<file path="config.mk">
export PLATFORM = sky130hd
export DESIGN_NAME = irqctrl_vectored_flat
export DESIGN_NICKNAME = d
export VERILOG_FILES = /design/src/rtl/irqctrl_vectored_if.sv /design/src/rtl/irqctrl_vectored.sv /design/src/flat_wrapper.sv
export SDC_FILE = /design/constraint.sdc
export NUM_CORES = 1
export LEC_CHECK = 0
export ABC_AREA = 1
export CORE_ASPECT_RATIO = 0.8
export CORE_MARGIN = 3
export CORE_UTILIZATION = 26
export CTS_CLUSTER_DIAMETER = 120
export DETAILED_ROUTE_END_ITERATION = 8
export PLACE_DENSITY = 0.47
export SYNTH_ARGS = -nofsm -noshare
export SYNTH_HDL_FRONTEND = slang
export SYNTH_SLANG_ARGS = --single-unit
</file>
<file path="constraint.sdc">
create_clock -name clk -period 2.28 [get_ports clk]
set_input_delay 0.456 -clock clk [delete_from_list [all_inputs] [get_ports clk]]
set_output_delay 0.456 -clock clk [all_outputs]
set_load 0.01 [all_outputs]
</file>
<file path="src/rtl/irqctrl_vectored_if.sv">
// ---------------------------------------------------------------------------
// irqctrl_vectored_if
// Bus and interrupt handshake bundle between the f8 core (master) and the
// vectored interrupt controller (slave).
//   dread_addr  : read address (master -> slave)
//   dread_data  : registered read data (slave -> master)
//   dwrite_addr : write address (master -> slave)
//   dwrite_data : write data (master -> slave)
//   dwrite_en   : byte write enables, [0] low byte, [1] high byte
//   int_out     : registered interrupt request to the core
//   ack         : one-cycle pulse, core accepts the presented vector
//   ack_vector  : index of the highest-priority qualifying source
// ---------------------------------------------------------------------------
interface irqctrl_vectored_if;
    logic [15:0] dread_addr;
    logic [15:0] dread_data;
    logic [15:0] dwrite_addr;
    logic [15:0] dwrite_data;
    logic [1:0]  dwrite_en;
    logic        int_out;
    logic        ack;
    logic [3:0]  ack_vector;

    modport master (
        output dread_addr, dwrite_addr, dwrite_data, dwrite_en, ack,
        input  dread_data, int_out, ack_vector
    );

    modport slave (
        input  dread_addr, dwrite_addr, dwrite_data, dwrite_en, ack,
        output dread_data, int_out, ack_vector
    );
endinterface

</file>
<file path="src/rtl/irqctrl_vectored.sv">
// ---------------------------------------------------------------------------
// irqctrl_vectored
// Vectored fixed-priority interrupt controller with per-source enable,
// edge/level mode, and an in-service register (ISR) for nesting.
// Index 0 is the highest priority.
//
// Ports:
//   clk   : system clock, all state on rising edge
//   reset : asynchronous active-low reset
//   in    : raw interrupt request lines (NUM_INPUTS wide)
//   bus   : irqctrl_vectored_if.slave (register bus + ack/vector handshake)
//
// Register window (16-bit, even addresses only):
//   ADDRBASE+0 ENABLE  RW
//   ADDRBASE+2 PENDING read / write-1-to-clear (edge-mode bits only)
//   ADDRBASE+4 MODE    RW, 1 = rising edge, 0 = level
//   ADDRBASE+6 VECTOR  read {8'b0, valid, 3'b0, ack_vector}; write low byte = EOI
//
// Build option: define IRQCTRL_SYNC_EN to put a two-flop synchroniser on
// every input line (adds two cycles of input-to-pending latency).
// ---------------------------------------------------------------------------
module irqctrl_vectored #(
    parameter int          NUM_INPUTS = 8,
    parameter logic [15:0] ADDRBASE   = 16'h0010
) (
    input  logic                  clk,
    input  logic                  reset,
    input  logic [NUM_INPUTS-1:0] in,
    irqctrl_vectored_if.slave     bus
);

    // Mask of register bits backed by an interrupt source.
    localparam logic [15:0] IMPL_MASK   = 16'((17'd1 << NUM_INPUTS) - 17'd1);
    localparam logic [15:0] ADDR_ENABLE = ADDRBASE;
    localparam logic [15:0] ADDR_PEND   = ADDRBASE + 16'd2;
    localparam logic [15:0] ADDR_MODE   = ADDRBASE + 16'd4;
    localparam logic [15:0] ADDR_VECTOR = ADDRBASE + 16'd6;

    // Index of the lowest set bit (0 when none is set).
    function automatic logic [3:0] lowest_idx(input logic [15:0] v);
        logic [3:0] idx;
        idx = 4'd0;
        for (int i = 15; i >= 0; i--) begin
            if (v[i]) begin
                idx = 4'(i);
            end else begin
                idx = idx;
            end
        end
        return idx;
    endfunction

    // One-hot of the lowest set bit (0 when none is set).
    function automatic logic [15:0] lowest_onehot(input logic [15:0] v);
        return v & (~v + 16'd1);
    endfunction

    logic [15:0] enable_r;
    logic [15:0] pending_r;
    logic [15:0] mode_r;
    logic [15:0] isr_r;
    logic [15:0] in_prev_r;
    logic        int_out_r;
    logic [15:0] dread_data_r;

    logic [15:0] samp_s;
    logic [15:0] active_s;
    logic [15:0] isr_low_s;
    logic [3:0]  cand_s;
    logic        valid_s;
    logic [3:0]  ack_vector_s;
    logic [15:0] ack_onehot_s;
    logic        ack_take_s;
    logic [15:0] byte_mask_s;
    logic        wr_even_s;
    logic        wr_enable_s;
    logic        wr_pend_s;
    logic        wr_mode_s;
    logic        eoi_s;
    logic [15:0] w1c_s;
    logic [15:0] ack_clr_s;
    logic [15:0] rise_s;
    logic [15:0] enable_nxt_s;
    logic [15:0] mode_nxt_s;
    logic [15:0] pending_nxt_s;
    logic [15:0] isr_nxt_s;
    logic [15:0] rdata_s;

`ifdef IRQCTRL_SYNC_EN
    logic [NUM_INPUTS-1:0] sync1_r;
    logic [NUM_INPUTS-1:0] sync2_r;

    // Two-flop synchroniser for asynchronous request lines.
    always_ff @(posedge clk or negedge reset) begin
        if (!reset) begin
            sync1_r <= '0;
            sync2_r <= '0;
        end else begin
            sync1_r <= in;
            sync2_r <= sync1_r;
        end
    end

    assign samp_s = 16'(sync2_r);
`else
    assign samp_s = 16'(in);
`endif

    // Priority resolution against the in-service mask.
    always_comb begin
        active_s     = pending_r & enable_r;
        cand_s       = lowest_idx(active_s);
        isr_low_s    = lowest_onehot(isr_r);
        // isr_low-1 masks every bit strictly above the lowest ISR bit; when
        // ISR is empty it wraps to all ones so any active source qualifies.
        valid_s      = |(active_s & (isr_low_s - 16'd1));
        ack_vector_s = valid_s ? cand_s : 4'd0;
        ack_onehot_s = 16'd1 << ack_vector_s;
        ack_take_s   = bus.ack & valid_s;
    end

    // Write decode and next-state computation for all architectural state.
    always_comb begin
        byte_mask_s  = {{8{bus.dwrite_en[1]}}, {8{bus.dwrite_en[0]}}};
        wr_even_s    = ~bus.dwrite_addr[0];
        wr_enable_s  = wr_even_s && (bus.dwrite_addr == ADDR_ENABLE);
        wr_pend_s    = wr_even_s && (bus.dwrite_addr == ADDR_PEND);
        wr_mode_s    = wr_even_s && (bus.dwrite_addr == ADDR_MODE);
        eoi_s        = wr_even_s && (bus.dwrite_addr == ADDR_VECTOR) && bus.dwrite_en[0];

        if (wr_enable_s) begin
            enable_nxt_s = ((enable_r & ~byte_mask_s) | (bus.dwrite_data & byte_mask_s)) & IMPL_MASK;
        end else begin
            enable_nxt_s = enable_r;
        end

        if (wr_mode_s) begin
            mode_nxt_s = ((mode_r & ~byte_mask_s) | (bus.dwrite_data & byte_mask_s)) & IMPL_MASK;
        end else begin
            mode_nxt_s = mode_r;
        end

        // Clears only ever touch edge-mode bits; level bits track the input.
        if (wr_pend_s) begin
            w1c_s = bus.dwrite_data & byte_mask_s & mode_r;
        end else begin
            w1c_s = 16'd0;
        end

        if (ack_take_s) begin
            ack_clr_s = ack_onehot_s & mode_r;
        end else begin
            ack_clr_s = 16'd0;
        end

        // A fresh rising edge overrides any clear in the same cycle.
        rise_s        = samp_s & ~in_prev_r;
        pending_nxt_s = ((mode_r & ((pending_r & ~(w1c_s | ack_clr_s)) | rise_s))
                        | (~mode_r & samp_s)) & IMPL_MASK;

        // EOI retires the old lowest ISR bit first; an ack in the same cycle
        // then sets its own bit on top.
        if (eoi_s) begin
            isr_nxt_s = isr_r & ~isr_low_s;
        end else begin
            isr_nxt_s = isr_r;
        end
        if (ack_take_s) begin
            isr_nxt_s = isr_nxt_s | ack_onehot_s;
        end else begin
            isr_nxt_s = isr_nxt_s;
        end
    end

    // Read mux; odd and unmapped addresses fall through to zero.
    always_comb begin
        rdata_s = 16'd0;
        case (bus.dread_addr)
            ADDR_ENABLE: rdata_s = enable_r;
            ADDR_PEND:   rdata_s = pending_r;
            ADDR_MODE:   rdata_s = mode_r;
            ADDR_VECTOR: rdata_s = {8'd0, valid_s, 3'd0, ack_vector_s};
            default:     rdata_s = 16'd0;
        endcase
    end

    // Architectural state, registered read data and interrupt request.
    always_ff @(posedge clk or negedge reset) begin
        if (!reset) begin
            enable_r     <= 16'd0;
            pending_r    <= 16'd0;
            mode_r       <= 16'd0;
            isr_r        <= 16'd0;
            in_prev_r    <= 16'd0;
            int_out_r    <= 1'b0;
            dread_data_r <= 16'd0;
        end else begin
            enable_r     <= enable_nxt_s;
            pending_r    <= pending_nxt_s;
            mode_r       <= mode_nxt_s;
            isr_r        <= isr_nxt_s & IMPL_MASK;
            in_prev_r    <= samp_s & IMPL_MASK;
            int_out_r    <= valid_s;
            dread_data_r <= rdata_s;
        end
    end

    assign bus.dread_data = dread_data_r;
    assign bus.int_out    = int_out_r;
    assign bus.ack_vector = ack_vector_s;

endmodule

</file>
<file path="src/flat_wrapper.sv">
// flat-port wrapper written by rule: the top's interface ports become plain ports
module irqctrl_vectored_flat 
#(
    parameter int          NUM_INPUTS = 8,
    parameter logic [15:0] ADDRBASE   = 16'h0010
)
  (clk, reset, in, bus_dread_addr, bus_dwrite_addr, bus_dwrite_data, bus_dwrite_en, bus_ack, bus_dread_data, bus_int_out, bus_ack_vector);
  irqctrl_vectored_if bus_i ();
  input  logic clk;
  input  logic reset;
  input  logic [NUM_INPUTS-1:0] in;
  input wire logic [$bits(bus_i.dread_addr)-1:0] bus_dread_addr;
  input wire logic [$bits(bus_i.dwrite_addr)-1:0] bus_dwrite_addr;
  input wire logic [$bits(bus_i.dwrite_data)-1:0] bus_dwrite_data;
  input wire logic [$bits(bus_i.dwrite_en)-1:0] bus_dwrite_en;
  input wire logic [$bits(bus_i.ack)-1:0] bus_ack;
  output wire logic [$bits(bus_i.dread_data)-1:0] bus_dread_data;
  output wire logic [$bits(bus_i.int_out)-1:0] bus_int_out;
  output wire logic [$bits(bus_i.ack_vector)-1:0] bus_ack_vector;
  assign bus_i.dread_addr = bus_dread_addr;
  assign bus_i.dwrite_addr = bus_dwrite_addr;
  assign bus_i.dwrite_data = bus_dwrite_data;
  assign bus_i.dwrite_en = bus_dwrite_en;
  assign bus_i.ack = bus_ack;
  assign bus_dread_data = bus_i.dread_data;
  assign bus_int_out = bus_i.int_out;
  assign bus_ack_vector = bus_i.ack_vector;
  irqctrl_vectored #(.NUM_INPUTS(NUM_INPUTS), .ADDRBASE(ADDRBASE)) u_core (.clk(clk), .reset(reset), .in(in), .bus(bus_i));
endmodule
</file>
==> run summary <==
Outcome - complete, no violations
Critical Path End Type - output pin
Share of cells above drive strength 1 - 12.65%
Area share of the largest cell type after synthesis - 47.41%
Pwr Total - 0.001787 W
Final WS setup - 0.1328 ns
Top cells by area, synth - dfrtp_1, nand2_1, inv_1
Num CTS Buffers - 5
Layout Nets - 487
Sw Ratio - 22.62%
Design Area, Final - 3635 um2
Max incr delay on CP - 0.40 ns
Area leader, netlist - dfrtp_1
Post-synth top flop - dfrtp_1
Combinational share of power - 8.7%
Critical Path Source - u_core.isr_r[1]
Area of the multi-input gates - 1155 um2
Cell family with most CP delay - simple AND/OR/NAND/NOR gates
Final Max Slew Viols - 0
MaxCap Viol Count - 0
Psw - 0.0004043 W
Clock Path Buffers - 2
Post-Route Utilization - 38.88%
Period utilization - 94.17%
Largest net degree at the start of global routing - 50
Core area - 9348 um2
Cell mode on critical path - nand3_1
Post-synthesis sequential area ratio - 47.41%
FF-to-FF Start - u_core.isr_r[1]
CP bufs+invs - 3
Achievable Freq - 465.7 MHz
Fillers - 977
CP max-delay cell - dfrtp_1
Peak VDD IR - 0.1927 mV
Die H - 95.21 um
Root buf cell - clkbuf_16
Tmin final - 2.147 ns
Yosys warnings - 0
Worst path required time - 1.82 ns
First-pass GRT wire length - 12.16 mm
CTS tree - built
Most frequent cell after synthesis - nand2_1
N_diodes - 0
Skew-Pair Late Insertion Delay - 0.29 ns
Lkg Pwr - 1.787 nW
Vias per cell - 4.297
Placed Cells - 547
Mapped Area - 2586 um2
FF/Latch Area - 1226 um2
Setup crit start kind - flip-flop
Post-place setup slack - 0.04262 ns
Final hold violation count - 0
Synth async-reset ratio - 100.0%
WP data arrival - 1.69 ns
Min-Delay Path Class - primary input to asynchronous set/reset pin
Synth cell types - 32
Io pins - 82
Critical Path, Cell by Cell - nor2_4 -> buf_6 -> nand3_1 -> nor2_1 -> nor2_2 -> nand3_4 -> nand3_1 -> inv_2 -> buf_2
Clock transition at path regs - 0.07 ns
WL final - 7.327 mm
Initial core utilization - 27.67%
Port bufs - 63
TritonRoute pass-1 iters - 4
Synth Register Bits - 49
Share of power burned in registers - 49.8%
Clk sinks - 49
Most frequent cells after synthesis - nand2_1, dfrtp_1, inv_1
Routed wire per std cell - 13.11 um
Rows - 31
Post-synth EDFFs - 0
CP Class - flip-flop to output pin
Die span in x - 117.5 um
Gate Count Post-Synth - 341
Int Pwr - 0.001383 W
Unrepaired setup endpoints after global routing - false
CP Max Fanout - 6
GPL Wtd Cong - 0.8506
Vias - 2402
Post-route ant nets - 0
Antenna violations before repair - 0
Post-synthesis average cell area - 7.584 um2
Vias in the first global route - 2443
Initial DRC count - 109
Post-DP Area - 3452 um2
Total track usage - 13.85%
Grt total ovfl - 0
Final setup viols - 0
DP HPWL - 5.595 mm
# DRC - 0
H-tree levels - 2
Post-route insts no fill - 559
Clock skew - 0.006795 ns
Post-synthesis to final-layout area growth - 40.54%
Full die area - 11190 um2
Clock share of power - 41.5%
Pwr dens - 491.7 nW/um2
[final timing paths]
path / endpoint / slack, ns / cells past startpoint
max in group asynchronous: u_core.bus.dread_data[2] / 1.90 / 2
min in group clk: u_core.pending_r[0] / 0.49 / 3
setup / recovery: bus_ack_vector[2] / 0.13 / 9
setup reg to reg: u_core.pending_r[6] / 0.46 / 12
hold / removal: u_core.in_prev_r[5] / 0.15 / 2
hold reg to reg: u_core.pending_r[0] / 0.49 / 3
[worst register-to-register path: cells and delay by family (launching register included)]
family	cells	cell delay [ns]
buffers and inverters	3	0.39
and+or+nand+nor	9	0.94
DFF	1	0.40
[layer usage]
layer	global-route usage [%]	vias up	wire, um
li1	-	1250	-
met1	18.26	1087	3584
met2	23.08	57	3274
met3	3.677	8	405
met4	3.220	0	62
met5	0	-	0
[logic make-up after synthesis]
family	after synthesis	synth area share, %
simple gates	189	32.80
buf+inv	58	9.772
flops	49	47.41
compound gates	44	9.869
other cells	1	0.1450
[area by class of cell]
class	instances	area share [%]
sequential	49	33.74
multi-input combinational	242	31.77
timing repair buffer	82	21.17
inverter	46	4.750
tap	132	4.544
clock buffer	5	3.442
clock inverter	3	0.5852
[stage by stage]
step | TNS [ns] | hold slack (ns)
finish | 0 | 0.1477
global route | 0 | 0.1629
CTS | -0.0007453 | 0.1549
detailed placement | 0 | 0.4701
global placement | 0 | 0.4673
floorplan | 0 | 0.1604
[cell usage in the layout, fill, tap and decap left out, drive strengths merged]
cell | synthesis | layout
a21oi | 3 | 3
a31oi | 6 | 6
buf | 10 | 22
o221ai | 4 | 4
nor4 | 1 | 1
o22ai | 1 | 1
o211ai | 1 | 1
clkinvlp | 0 | 1
clkdlybuf4s50 | 0 | 59
dfrtp | 49 | 49
inv | 46 | 47
or2 | 1 | 1
nand3 | 18 | 18
o21bai | 2 | 2
nor2 | 37 | 37
clkinv | 0 | 1
conb | 1 | 9
nand4 | 11 | 11
nor3 | 4 | 4
nand2 | 115 | 115
nand3b | 1 | 1
clkbuf | 2 | 6
nor3b | 1 | 1
o21ai | 27 | 27
[power by group through the flow]
stage,logic [W],clock network (W),registers [W]
after global placement,0.000155,0,0.000907
final,0.000155,0.000742,0.000891
after global routing,0.000173,0.000809,0.000892
after CTS,0.000158,0.000770,0.000890
after detailed placement,0.000157,0,0.000907
after floorplan,0.0000440,0,0.000906
[repair_timing]
action | in CTS | in global routing
resized for setup | 8 | 9
hold endpoints to repair | 0 | 0
setup endpoints to repair | 3 | 3
gates cloned | 0 | 0
buffers inserted | 2 | 2
pin swaps | 1 | 2
hold buffers | 0 | 0
No activity file was read; power rests on OpenSTA's default activity.
